[src/rtl/mem_stage_pkg.sv]
// rtl/mem_stage_pkg.sv - shared types and constants for the memory access stage
// Contents:
//   state_e    FSM state encoding (IDLE=0, REQ=1, WAIT=2, DONE=3)
//   BE_WORD    byte-enable pattern for a full-word access
//   TIMEOUT_W  width of the access timeout counter
//   lane_be()  one-hot byte enable for byte lane k
package mem_stage_pkg;

    typedef enum logic [1:0] {
        ST_IDLE = 2'd0,
        ST_REQ  = 2'd1,
        ST_WAIT = 2'd2,
        ST_DONE = 2'd3
    } state_e;

    localparam logic [3:0] BE_WORD   = 4'hF;
    localparam int         TIMEOUT_W = 8;

    function automatic logic [3:0] lane_be(input logic [1:0] k);
        return 4'b0001 << k;
    endfunction

endpackage

[src/rtl/byte_lane_unit.sv]
// rtl/byte_lane_unit.sv - combinational byte-lane steering for stores and loads
// Ports:
//   is_byte_i  1 = byte access, 0 = word access
//   st_lane_i  byte lane of the store address
//   wdata_i    store word
//   wbyte_i    store byte
//   ld_lane_i  byte lane of the load address
//   rdata_i    load word from memory
//   be_o       store byte enables
//   wdata_o    store data on the bus (byte replicated to all lanes)
//   rbyte_o    selected byte of the load word
module byte_lane_unit
    import mem_stage_pkg::*;
(
    input  logic        is_byte_i,
    input  logic [1:0]  st_lane_i,
    input  logic [31:0] wdata_i,
    input  logic [7:0]  wbyte_i,
    input  logic [1:0]  ld_lane_i,
    input  logic [31:0] rdata_i,
    output logic [3:0]  be_o,
    output logic [31:0] wdata_o,
    output logic [7:0]  rbyte_o
);

    assign be_o    = is_byte_i ? lane_be(st_lane_i) : BE_WORD;
    assign wdata_o = is_byte_i ? {4{wbyte_i}} : wdata_i;
    assign rbyte_o = rdata_i[8*ld_lane_i +: 8];

endmodule

[src/rtl/mem_access_stage.sv]
// rtl/mem_access_stage.sv - load/store stage with req/gnt/rvalid memory port and pipeline stall
// Ports:
//   clk, rst_n                       clock, asynchronous active-low reset
//   ex_valid, mem_rd, mem_wr         EX/MEM op; rd&wr is handled as a load
//   mem_byte, addr, wdata, wbyte     access size, byte address, store data
//   stall                            hold the front of the pipeline
//   Do_Out, Dob_Out, PROHIB_MEM      registered load results and writeback cancel
//   m_req, m_we, m_addr, m_be, m_wdata, m_gnt, m_rvalid, m_rdata   data-memory port
module mem_access_stage
    import mem_stage_pkg::*;
#(
    parameter int ADDR_W  = 16,
    parameter int TIMEOUT = 255
) (
    input  logic              clk,
    input  logic              rst_n,
    input  logic              ex_valid,
    input  logic              mem_rd,
    input  logic              mem_wr,
    input  logic              mem_byte,
    input  logic [ADDR_W-1:0] addr,
    input  logic [31:0]       wdata,
    input  logic [7:0]        wbyte,
    output logic              stall,
    output logic [31:0]       Do_Out,
    output logic [7:0]        Dob_Out,
    output logic              PROHIB_MEM,
    output logic              m_req,
    output logic              m_we,
    output logic [ADDR_W-1:0] m_addr,
    output logic [3:0]        m_be,
    output logic [31:0]       m_wdata,
    input  logic              m_gnt,
    input  logic              m_rvalid,
    input  logic [31:0]       m_rdata
);

    // Counter value seen during the last permitted REQ/WAIT cycle.
    localparam logic [TIMEOUT_W-1:0] TO_LAST = TIMEOUT_W'(TIMEOUT - 1);

    state_e               state_q;
    logic [TIMEOUT_W-1:0] cnt_q;
    logic                 we_q;
    logic [ADDR_W-1:0]    addr_q;
    logic [1:0]           lane_q;
    logic [3:0]           be_q;
    logic [31:0]          wdata_q;
    logic [31:0]          do_q;
    logic [7:0]           dob_q;
    logic                 prohib_q;

    logic                 accept;
    logic                 misaligned;
    logic                 timeout_hit;
    logic [TIMEOUT_W-1:0] cnt_inc;
    logic [3:0]           blu_be;
    logic [31:0]          blu_wdata;
    logic [7:0]           blu_rbyte;

    assign accept      = ex_valid & (mem_rd | mem_wr);
    assign misaligned  = ~mem_byte & (addr[1:0] != 2'b00);
    assign timeout_hit = (cnt_q >= TO_LAST);
    assign cnt_inc     = (cnt_q == '1) ? cnt_q : cnt_q + 1'b1;

    byte_lane_unit u_lanes (
        .is_byte_i (mem_byte),
        .st_lane_i (addr[1:0]),
        .wdata_i   (wdata),
        .wbyte_i   (wbyte),
        .ld_lane_i (lane_q),
        .rdata_i   (m_rdata),
        .be_o      (blu_be),
        .wdata_o   (blu_wdata),
        .rbyte_o   (blu_rbyte)
    );

    // The accept-cycle stall is combinational so EX/MEM holds on the very first
    // cycle; it is gated by rst_n so an asserted reset silences it at once.
    assign stall = rst_n & (((state_q == ST_IDLE) & accept) |
                            (state_q == ST_REQ) | (state_q == ST_WAIT));

    assign m_req      = (state_q == ST_REQ);
    assign m_we       = m_req & we_q;
    assign m_addr     = addr_q;
    assign m_be       = be_q;
    assign m_wdata    = wdata_q;
    assign Do_Out     = do_q;
    assign Dob_Out    = dob_q;
    assign PROHIB_MEM = prohib_q;

    always_ff @(posedge clk or negedge rst_n) begin
        if (!rst_n) begin
            state_q  <= ST_IDLE;
            cnt_q    <= '0;
            we_q     <= 1'b0;
            addr_q   <= '0;
            lane_q   <= 2'b00;
            be_q     <= 4'h0;
            wdata_q  <= 32'h0;
            do_q     <= 32'h0;
            dob_q    <= 8'h0;
            prohib_q <= 1'b0;
        end else begin
            case (state_q)
                ST_IDLE: begin
                    if (accept) begin
                        cnt_q    <= '0;
                        prohib_q <= misaligned;
                        if (misaligned) begin
                            state_q <= ST_DONE;
                        end else begin
                            we_q    <= mem_wr & ~mem_rd;
                            addr_q  <= {addr[ADDR_W-1:2], 2'b00};
                            lane_q  <= addr[1:0];
                            be_q    <= blu_be;
                            wdata_q <= blu_wdata;
                            state_q <= ST_REQ;
                        end
                    end
                end
                ST_REQ: begin
                    cnt_q <= cnt_inc;
                    // A completion in the last permitted cycle beats the timeout.
                    if (m_gnt && we_q) begin
                        state_q <= ST_DONE;
                    end else if (m_gnt && m_rvalid) begin
                        do_q    <= m_rdata;
                        dob_q   <= blu_rbyte;
                        state_q <= ST_DONE;
                    end else if (timeout_hit) begin
                        do_q     <= 32'h0;
                        dob_q    <= 8'h0;
                        prohib_q <= 1'b1;
                        state_q  <= ST_DONE;
                    end else if (m_gnt) begin
                        state_q <= ST_WAIT;
                    end
                end
                ST_WAIT: begin
                    cnt_q <= cnt_inc;
                    if (m_rvalid) begin
                        do_q    <= m_rdata;
                        dob_q   <= blu_rbyte;
                        state_q <= ST_DONE;
                    end else if (timeout_hit) begin
                        do_q     <= 32'h0;
                        dob_q    <= 8'h0;
                        prohib_q <= 1'b1;
                        state_q  <= ST_DONE;
                    end
                end
                default: begin
                    // DONE: results were visible for this cycle; the old op in
                    // EX/MEM is never re-accepted from here.
                    prohib_q <= 1'b0;
                    state_q  <= ST_IDLE;
                end
            endcase
        end
    end

endmodule

[config.mk]
export PLATFORM = sky130hd
export DESIGN_NAME = mem_access_stage
export DESIGN_NICKNAME = d
export VERILOG_FILES = /design/src/rtl/mem_stage_pkg.sv /design/src/rtl/byte_lane_unit.sv /design/src/rtl/mem_access_stage.sv
export SDC_FILE = /design/constraint.sdc
export NUM_CORES = 1
export LEC_CHECK = 0
export ABC_CLOCK_PERIOD_IN_PS = 2400
export CORE_MARGIN = 2
export CORE_UTILIZATION = 43
export CTS_CLUSTER_DIAMETER = 120
export DETAILED_ROUTE_END_ITERATION = 10
export PLACE_DENSITY_LB_ADDON = 0.3
export RECOVER_POWER = 100
export SLEW_MARGIN = 15
export SYNTH_ARGS = -nofsm -noshare
export SYNTH_HDL_FRONTEND = slang
export SYNTH_SLANG_ARGS = --single-unit
[constraint.sdc]
create_clock -name clk -period 2.4 [get_ports clk]
set_input_delay 0.6 -clock clk [delete_from_list [all_inputs] [get_ports clk]]
set_output_delay 0.6 -clock clk [all_outputs]
set_load 0.01 [all_outputs]
==> flow_summary.json, run 1 <==
{
  "peakVddDrop_uv": 566,
  "slew_viol_final": 0,
  "wl_per_cell_um": 18.5,
  "required_ps": 1800,
  "initial_core_util": 0.441,
  "rr_startpoint": "state_q[0]$_DFFE_PN0P_",
  "grt_pass1_vias": 3685,
  "grt_pass1_wl_um": 19200,
  "drt-total-wl_um": 12300,
  "crit_path_top_delay_cell": "dfrtp_1",
  "synth_seq_cells": 104,
  "register_area_um2": 2600,
  "synth_top_area_cell": "dfrtp_1",
  "drtAntennaViolNets": 0,
  "grt_max_degree": 74,
  "yosysMostFrequentCell": "dfrtp_1",
  "fin_area_um2": 6780,
  "arrival_ps": 1730,
  "clock-sinks": 104,
  "cts_buffers": 9,
  "syn_inst": 332,
  "synth_top_area_share": 0.574,
  "clk_latency_ps": 370,
  "core_area_um2": 10300,
  "multi_input_area_um2": 1770,
  "maxSlewHeadroom": 0.345,
  "synthesis.area_um2": 4530,
  "finalClockSkew_ps": 16.1,
  "cap_violations": 0,
  "seq_area_frac_synth": 0.574,
  "crit_path_end_kind": "output port",
  "ys.flop_type": "dfrtp_1",
  "reg2reg_depth": 8,
  "num-nets-final": 629,
  "p_leak_uw": 0.00305,
  "hold_class": "in2async",
  "cts-root-buf": "clkbuf_8",
  "pin_count": 192,
  "power_density_nw_per_um2": 1170,
  "dpl_cell_area_um2": 6630,
  "startpoint_type": "flip-flop",
  "die-area_um2": 11400,
  "critical_path.top_delay_family": "flip-flops",
  "async_flop_share": 1.00,
  "clkTransAtPathRegs_ps": 110,
  "grt_setup_unrepaired": "no",
  "grt_overflow": 0,
  "tns_ps": 0,
  "cts_max_level": 3,
  "critPathMaxFanout": 4,
  "crit_type": "reg2out",
  "hpwl_um": 9090,
  "reg2reg_slack_ps": 160,
  "via_per_inst": 5.51,
  "cts_tree": "yes",
  "die_h_um": 107,
  "cts_buffer_depth": 2,
  "worst_pin_slew_ps": 982,
  "grt_usage": 0.213,
  "avgSynthCellArea_um2": 13.7,
  "drt_iter0_drc": 211,
  "post-route-min-period_ps": 2330,
  "path_cells": "inv_2 -> ha_2 -> o211a_4 -> o31a_1 -> dlygate4sd2_1",
  "finalHoldViolCount": 0,
  "row_count": 37,
  "drc": 0,
  "fillers": 805,
  "firstDrtPassIters": 4,
  "outcome": "finished clean",
  "fin_crit_sh": 0.970,
  "timing.rr.end": "cnt_q[3]$_DFFE_PN0P_",
  "synth_common_cells": "dfrtp_1, a22o_1, a221o_1",
  "syn_to_final_growth_pct": 49.6,
  "cpPeakStageDelay_ps": 420,
  "drive_gt1_frac": 0.139,
  "postCtsHoldBufs": 0,
  "cp_num_buf_inv": 2,
  "fmax_ghz": 0.429,
  "final_util": 0.660,
  "numPortBuffers": 189,
  "yosys.cell_types.count": 52,
  "synth.area.top_cells": "dfrtp_1, a22o_1, a221o_1",
  "yosys_warnings": 0,
  "antenna_found_initial": 0,
  "antennaDiodeCount": 0,
  "vias": 3683,
  "setup_violations": 0,
  "synth-edff-count": 0,
  "place.gp.congestion": 0.791,
  "dieWidth_um": 107,
  "total_power_uw": 7930
}
==> cell type report <==
type                    count  area share
inverters                  10     0.00554
clock inverters             6     0.00756
multi-input cells         195       0.261
repair buffers            207       0.298
clock buffers              10      0.0188
flip-flops and latches    104       0.384
well taps                 136      0.0251
==> power by group <==
group | switching, uW | internal, uW
registers | 505 | 2550
logic | 1650 | 2210
clock network | 623 | 395
==> metal layers <==
layer | vias to the layer above | routed length (um) | track usage
met4 | 0 | 238 | 0.0696
li1 | 1686 | - | -
met1 | 1839 | 5230 | 0.279
met2 | 138 | 6280 | 0.362
met5 | - | 0 | 0
met3 | 20 | 609 | 0.0365
==> cells by family (layout without fill, tap and decap cells) <==
logic type | count (synthesis) | after routing | share of synthesized area
AOI/OAI and AO/OA | 106 | 106 | 0.208
xor gates and xnor gates | 2 | 2 | 0.00386
adders and majority gates | 6 | 6 | 0.0166
buffers and inverters | 34 | 233 | 0.0400
DFF | 104 | 104 | 0.574
muxes | 29 | 29 | 0.0911
other | 1 | 2 | 0.000827
and+or+nand+nor | 50 | 50 | 0.0662
==> registers in the layout, indices dropped and copies added (netlist names) <==
register / flops
lane_q: 2
Do_Out: 32
PROHIB_MEM: 1
we_q: 1
cnt_q: 8
state_q: 2
m_addr: 14
Dob_Out: 8
m_wdata: 32
m_be: 4
==> how the worst max path moves through the flow <==
| stage | startpoint | to | slack, ps | cells after the start |
|---|---|---|---|---|
| 6_report | state_q[1]$_DFFE_PN0P_ | stall | 70 | 5 |
| 5_1_grt | state_q[1]$_DFFE_PN0P_ | stall | 10 | 5 |
| 4_1_cts | state_q[1]$_DFFE_PN0P_ | m_we | -80 | 4 |
| 3_5_place_dp | mem_wr | m_wdata[6]$_DFFE_PN0P_ | -440 | 6 |
| 3_3_place_gp | mem_wr | m_wdata[28]$_DFFE_PN0P_ | -330 | 6 |
| 2_1_floorplan | mem_wr | stall | 510 | 3 |
==> stage by stage <==
stage | setup WS (ps) | cells | hold WS [ps]
after global routing | 12.4 | 668 | 410
after floorplan | 510 | 333 | 304
after CTS | -78.2 | 665 | 275
after global placement | -334 | 649 | 465
after detailed placement | -442 | 649 | 469
final | 71.5 | 668 | 358
==> cells in the final DEF, fill, tap and decap left out, types with 3 or more instances in the layout <==
master,count
o31ai_1,5
mux2i_1,3
mux4_2,8
ha_1,3
a22o_1,40
dlygate4sd3_1,92
dfrtp_1,103
a221o_1,32
clkbuf_1,4
o21ai_0,6
clkbuf_8,9
and3_1,8
nand2b_1,4
nor2_1,3
a21oi_1,4
mux2_2,18
inv_1,9
nand2_1,19
buf_4,11
clkdlybuf4s50_1,92
==> repair_timing <==
item                                    in CTS  in global routing
endpoints found under the setup margin      35                  3
gates cloned                                 0                  0
setup buffers                                0                  3
resized for setup                            4                  7
Power figures use the tool's default switching activity.
==> run 2: changes to the inputs <==
- CTS_BUF_LIST: unset -> sky130_fd_sc_hd__clkbuf_16
- CTS_CLUSTER_SIZE: unset -> 28
==> run 2 against run 1 <==
- critical path depth down 1
- first-iteration DRC count up 14%
- sequential cell count unchanged
- critical path type is now in2out
- clock skew down 5.4 ps
==> flow_summary.json, run 2 (synthesis results as in run 1) <==
{
  "outcome": "finished clean",
  "firstDrtPassIters": 4,
  "layout.cells.non_filler": 666,
  "drtAntennaViolNets": 0,
  "numPortBuffers": 189,
  "critical_path.top_delay_family": "buffers and inverters",
  "p_sw_frac": 0.340,
  "total_power_uw": 8260,
  "clock-sinks": 104,
  "place.gp.congestion": 0.791,
  "drt-total-wl_um": 12300,
  "drt_iter0_drc": 240,
  "crit_path_end_kind": "output port",
  "cts_buffers": 9,
  "p_comb_frac": 0.463,
  "cpPeakStageDelay_ps": 440,
  "core_area_um2": 10300,
  "finalHoldViolCount": 0,
  "final_common_cell": "dfrtp_1",
  "grt_setup_unrepaired": "no",
  "die-area_um2": 11400,
  "fillers": 794,
  "slew_viol_final": 0,
  "clk_latency_ps": 350,
  "critPathMaxFanout": 2,
  "tns_ps": 0,
  "p_leak_uw": 0.00309,
  "worst_pin_slew_ps": 974,
  "arrival_ps": 1720,
  "grt_pass1_vias": 3763,
  "via_per_inst": 5.49,
  "p_seq_frac": 0.370,
  "initial_core_util": 0.441,
  "crit_type": "in2out",
  "antennaDiodeCount": 0,
  "drc": 0,
  "power_density_nw_per_um2": 1200,
  "grt_usage": 0.216,
  "p_clk_frac": 0.166,
  "whs_ps": 383,
  "drive_gt1_frac": 0.132,
  "cts_tree": "yes",
  "grt_max_degree": 74,
  "vias": 3656,
  "maxSlewHeadroom": 0.351,
  "startpoint_type": "input port",
  "placedCellCount": 649,
  "hpwl_um": 9090,
  "finalClockSkew_ps": 10.7,
  "antenna_found_initial": 0,
  "internal-power_uw": 5450,
  "setup_violations": 0,
  "grt_overflow": 0,
  "crit_path_top_delay_cell": "clkdlybuf4s50_1",
  "cts-root-buf": "clkbuf_16",
  "switchingPower_uw": 2810,
  "path_cells": "clkdlybuf4s50_1 -> o211a_4 -> o31a_1 -> dlygate4sd2_1",
  "die_h_um": 107,
  "cts_max_level": 3,
  "grt_pass1_wl_um": 19400,
  "postCtsHoldBufs": 0,
  "clkTransAtPathRegs_ps": 70,
  "pin_count": 192,
  "hold_class": "in2async",
  "dieWidth_um": 107,
  "fin_crit_sh": 0.968,
  "wl_per_cell_um": 18.5,
  "num-nets-final": 627,
  "final_cell_mix": "dfrtp_1, dlygate4sd3_1, clkdlybuf4s50_1",
  "post-route-min-period_ps": 2320,
  "syn_to_final_growth_pct": 51.3,
  "fmax_ghz": 0.431,
  "final_util": 0.668,
  "reg2reg_slack_ps": 150,
  "cts_buffer_depth": 2,
  "row_count": 37,
  "required_ps": 1800,
  "peakVddDrop_uv": 639,
  "cp_num_buf_inv": 2,
  "cap_violations": 0
}
[run 2: cell type report]
type / count / area (um2) / share of cell area
flip-flops and latches: 104 / 2600 / 0.379
repair buffers: 205 / 2000 / 0.292
multi-input cells: 195 / 1770 / 0.258
clock buffers: 9 / 225 / 0.0328
well taps: 136 / 170 / 0.0248
clock inverters: 7 / 55.1 / 0.00802
inverters: 10 / 37.5 / 0.00547
[run 2: worst paths after layout]
| kind | end | cells past startpoint | from |
|---|---|---|---|
| worst max-delay path | stall | 4 | ex_valid |
| worst min register to register | m_be[1]$_DFFE_PN0P_ | 2 | m_be[1]$_DFFE_PN0P_ |
| min in group clk | m_be[1]$_DFFE_PN0P_ | 2 | m_be[1]$_DFFE_PN0P_ |
| worst max register to register | cnt_q[3]$_DFFE_PN0P_ | 8 | state_q[1]$_DFFE_PN0P_ |
| worst min-delay path | Do_Out[28]$_DFFE_PN0P_ | 2 | rst_n |
| max in group asynchronous | cnt_q[3]$_DFFE_PN0P_ | 3 | rst_n |
[run 2: power groups by stage]
stage	combinational, uW	sequential (uW)	clock [uW]
finish	3830	3060	1370
global route	4100	3160	1480
CTS	4180	3100	1400
detailed placement	4130	3120	0
global placement	4040	3100	0
floorplan	1730	3340	0
[run 2: metal layers]
layer | routed length, um | GRT usage | share of wire
met1 | 5220 | 0.279 | 0.42
met2 | 6250 | 0.367 | 0.51
met3 | 588 | 0.0407 | 0.048
met5 | 0 | 0 | 0
met4 | 254 | 0.0696 | 0.021
[run 2: what timing repair did]
| item | 4_1_cts | 5_1_grt |
|---|---|---|
| pin swaps | 0 | 0 |
| gates resized for setup | 8 | 1 |
| buffers inserted | 0 | 1 |
| setup endpoints to repair | 34 | 2 |
[run 2: per-stage QoR]
| stage | instance area (um2) | setup slack, ps |
|---|---|---|
| detailed placement | 6630 | -442 |
| floorplan | 4540 | 510 |
| global placement | 6630 | -334 |
| CTS | 6930 | 11.3 |
| global route | 6860 | 16.5 |
| finish | 6860 | 77.4 |
==> run 3: changes to the inputs <==
- CORE_ASPECT_RATIO: unset -> 0.7
- SKIP_LAST_GASP: unset -> 1
==> run 3 against run 2 <==
- die area up 0.11%
- hold slack better by 100 ps
- maximum frequency up 2.0%
- critical path type unchanged
==> flow_summary.json, run 3 (synthesis results as in run 1) <==
{
  "switchingPower_uw": 2880,
  "cp_num_buf_inv": 2,
  "drc": 0,
  "antenna_found_initial": 0,
  "row_count": 31,
  "peakVddDrop_uv": 635,
  "startpoint": "mem_rd",
  "crit_path_end_kind": "output port",
  "tns_ps": 0,
  "setup_ws_ps": 124,
  "outcome": "finished clean",
  "core_area_um2": 10300,
  "grt_pass1_vias": 3793,
  "internal-power_uw": 5530,
  "dieWidth_um": 127,
  "setup_violations": 0,
  "arrival_ps": 1680,
  "pre_cts_ws_ps": -215,
  "grt_usage": 0.230,
  "crit_type": "in2out",
  "initial_core_util": 0.439,
  "rr_startpoint": "state_q[1]$_DFFE_PN0P_",
  "finalClockSkew_ps": 10.9,
  "p_seq_frac": 0.367,
  "clock-sinks": 104,
  "cap_violations": 0,
  "via_per_inst": 5.72,
  "finalHoldViolCount": 0,
  "cts_buffer_depth": 2,
  "cts_max_level": 3,
  "clkTransAtPathRegs_ps": 70,
  "p_clk_frac": 0.182,
  "p_sw_frac": 0.343,
  "final_cell_mix": "dfrtp_1, clkdlybuf4s50_1, dlygate4sd3_1",
  "drt-total-wl_um": 12700,
  "cts_tree": "yes",
  "syn_to_final_growth_pct": 51.3,
  "hpwl_um": 8950,
  "slew_viol_final": 0,
  "hold_class": "reg2reg",
  "die-area_um2": 11400,
  "startpoint_type": "input port",
  "grt_setup_unrepaired": "no",
  "cts_buffers": 9,
  "path_cells": "clkdlybuf4s50_1 -> o211a_2 -> o31a_1 -> clkbuf_1",
  "whs_ps": 486,
  "maxSlewHeadroom": 0.0636,
  "num-nets-final": 623,
  "final_common_cell": "dfrtp_1",
  "p_leak_uw": 0.00306,
  "power_density_nw_per_um2": 1230,
  "post-route-min-period_ps": 2280,
  "antennaDiodeCount": 0,
  "layout.cells.non_filler": 658,
  "drtAntennaViolNets": 0,
  "firstDrtPassIters": 4,
  "critical_path.top_delay_family": "buffers and inverters",
  "crit_path_top_delay_cell": "clkdlybuf4s50_1",
  "grt_overflow": 0,
  "fin_crit_sh": 0.948,
  "place.gp.congestion": 0.810,
  "required_ps": 1800,
  "critPathMaxFanout": 3,
  "placedCellCount": 642,
  "pin_count": 192,
  "fmax_ghz": 0.439,
  "drive_gt1_frac": 0.125,
  "cpPeakStageDelay_ps": 440,
  "grt_pass1_wl_um": 20700,
  "final_util": 0.665,
  "cts-root-buf": "clkbuf_16",
  "worst_pin_slew_ps": 1400,
  "clk_latency_ps": 350,
  "vias": 3761,
  "die_h_um": 89.9,
  "wl_per_cell_um": 19.3,
  "postCtsHoldBufs": 0,
  "min_from": "m_be[2]$_DFFE_PN0P_",
  "numPortBuffers": 189,
  "p_comb_frac": 0.451,
  "grt_max_degree": 105,
  "drt_iter0_drc": 181
}
## run 3: cell count changes in the layout (fill, tap and decap cells not counted), sizes merged
cell           delta
clkdlybuf4s50     +3
dlygate4sd3       -1
inv               -1
buf               -4
dlygate4sd2       -2
clkinv            -1
dlymetal6s2s      +1
clkdlybuf4s25     -1
clkinvlp          +1
bufinv            +1
## run 3: layout make-up
cell class	count	area (um2)
clock buffer	9	225
tap	132	165
clock inverter	7	88.8
fill	756	3460
timing repair buffer	201	1990
multi-input combinational	195	1750
inverter	10	37.5
sequential	104	2600
## run 3: layer usage
| metal | part of all wire | GRT usage | up-vias |
|---|---|---|---|
| met5 | 0 | 0 | - |
| met4 | 0.020 | 0.0815 | 0 |
| met3 | 0.075 | 0.0720 | 20 |
| met2 | 0.46 | 0.343 | 150 |
| met1 | 0.44 | 0.319 | 1915 |
| li1 | - | - | 1676 |
## run 3: power by group through the flow
stage                     sequential (uW)  clock, uW  combinational, uW
after floorplan                      3340          0               1730
after global placement               3100          0               4030
after detailed placement             3140          0               4110
after CTS                            3120       1570               4150
after global routing                 3210       1650               4050
final                                3090       1530               3790
## run 3: worst min-delay path: stages, from the launching register on
cell,delay (ps)
dfrtp_1,350
nand2_1,50
o31ai_1,50
## run 3: final timing paths
check	slack (ps)	to	depth (start not counted)
worst max-delay path	120	stall	4
worst min-delay path	490	m_be[2]$_DFFE_PN0P_	2
worst max register to register	150	m_wdata[26]$_DFFE_PN0P_	7
worst min register to register	490	m_be[2]$_DFFE_PN0P_	2
max in group asynchronous	460	state_q[0]$_DFFE_PN0P_	2
min in group asynchronous	940	m_wdata[14]$_DFFE_PN0P_	2
## run 3: what timing repair did
item                                    CTS  global route
buffers inserted                          0             0
endpoints found under the setup margin    3             1
gates resized for setup                   6             1
pin swaps                                 0             0
## run 3: metrics by stage
stage | area [um2] | total power, uW
after floorplan | 4540 | 5080
after global placement | 6640 | 7130
after CTS | 6970 | 8840
after global routing | 6860 | 8920
after detailed placement | 6640 | 7250
final | 6860 | 8410
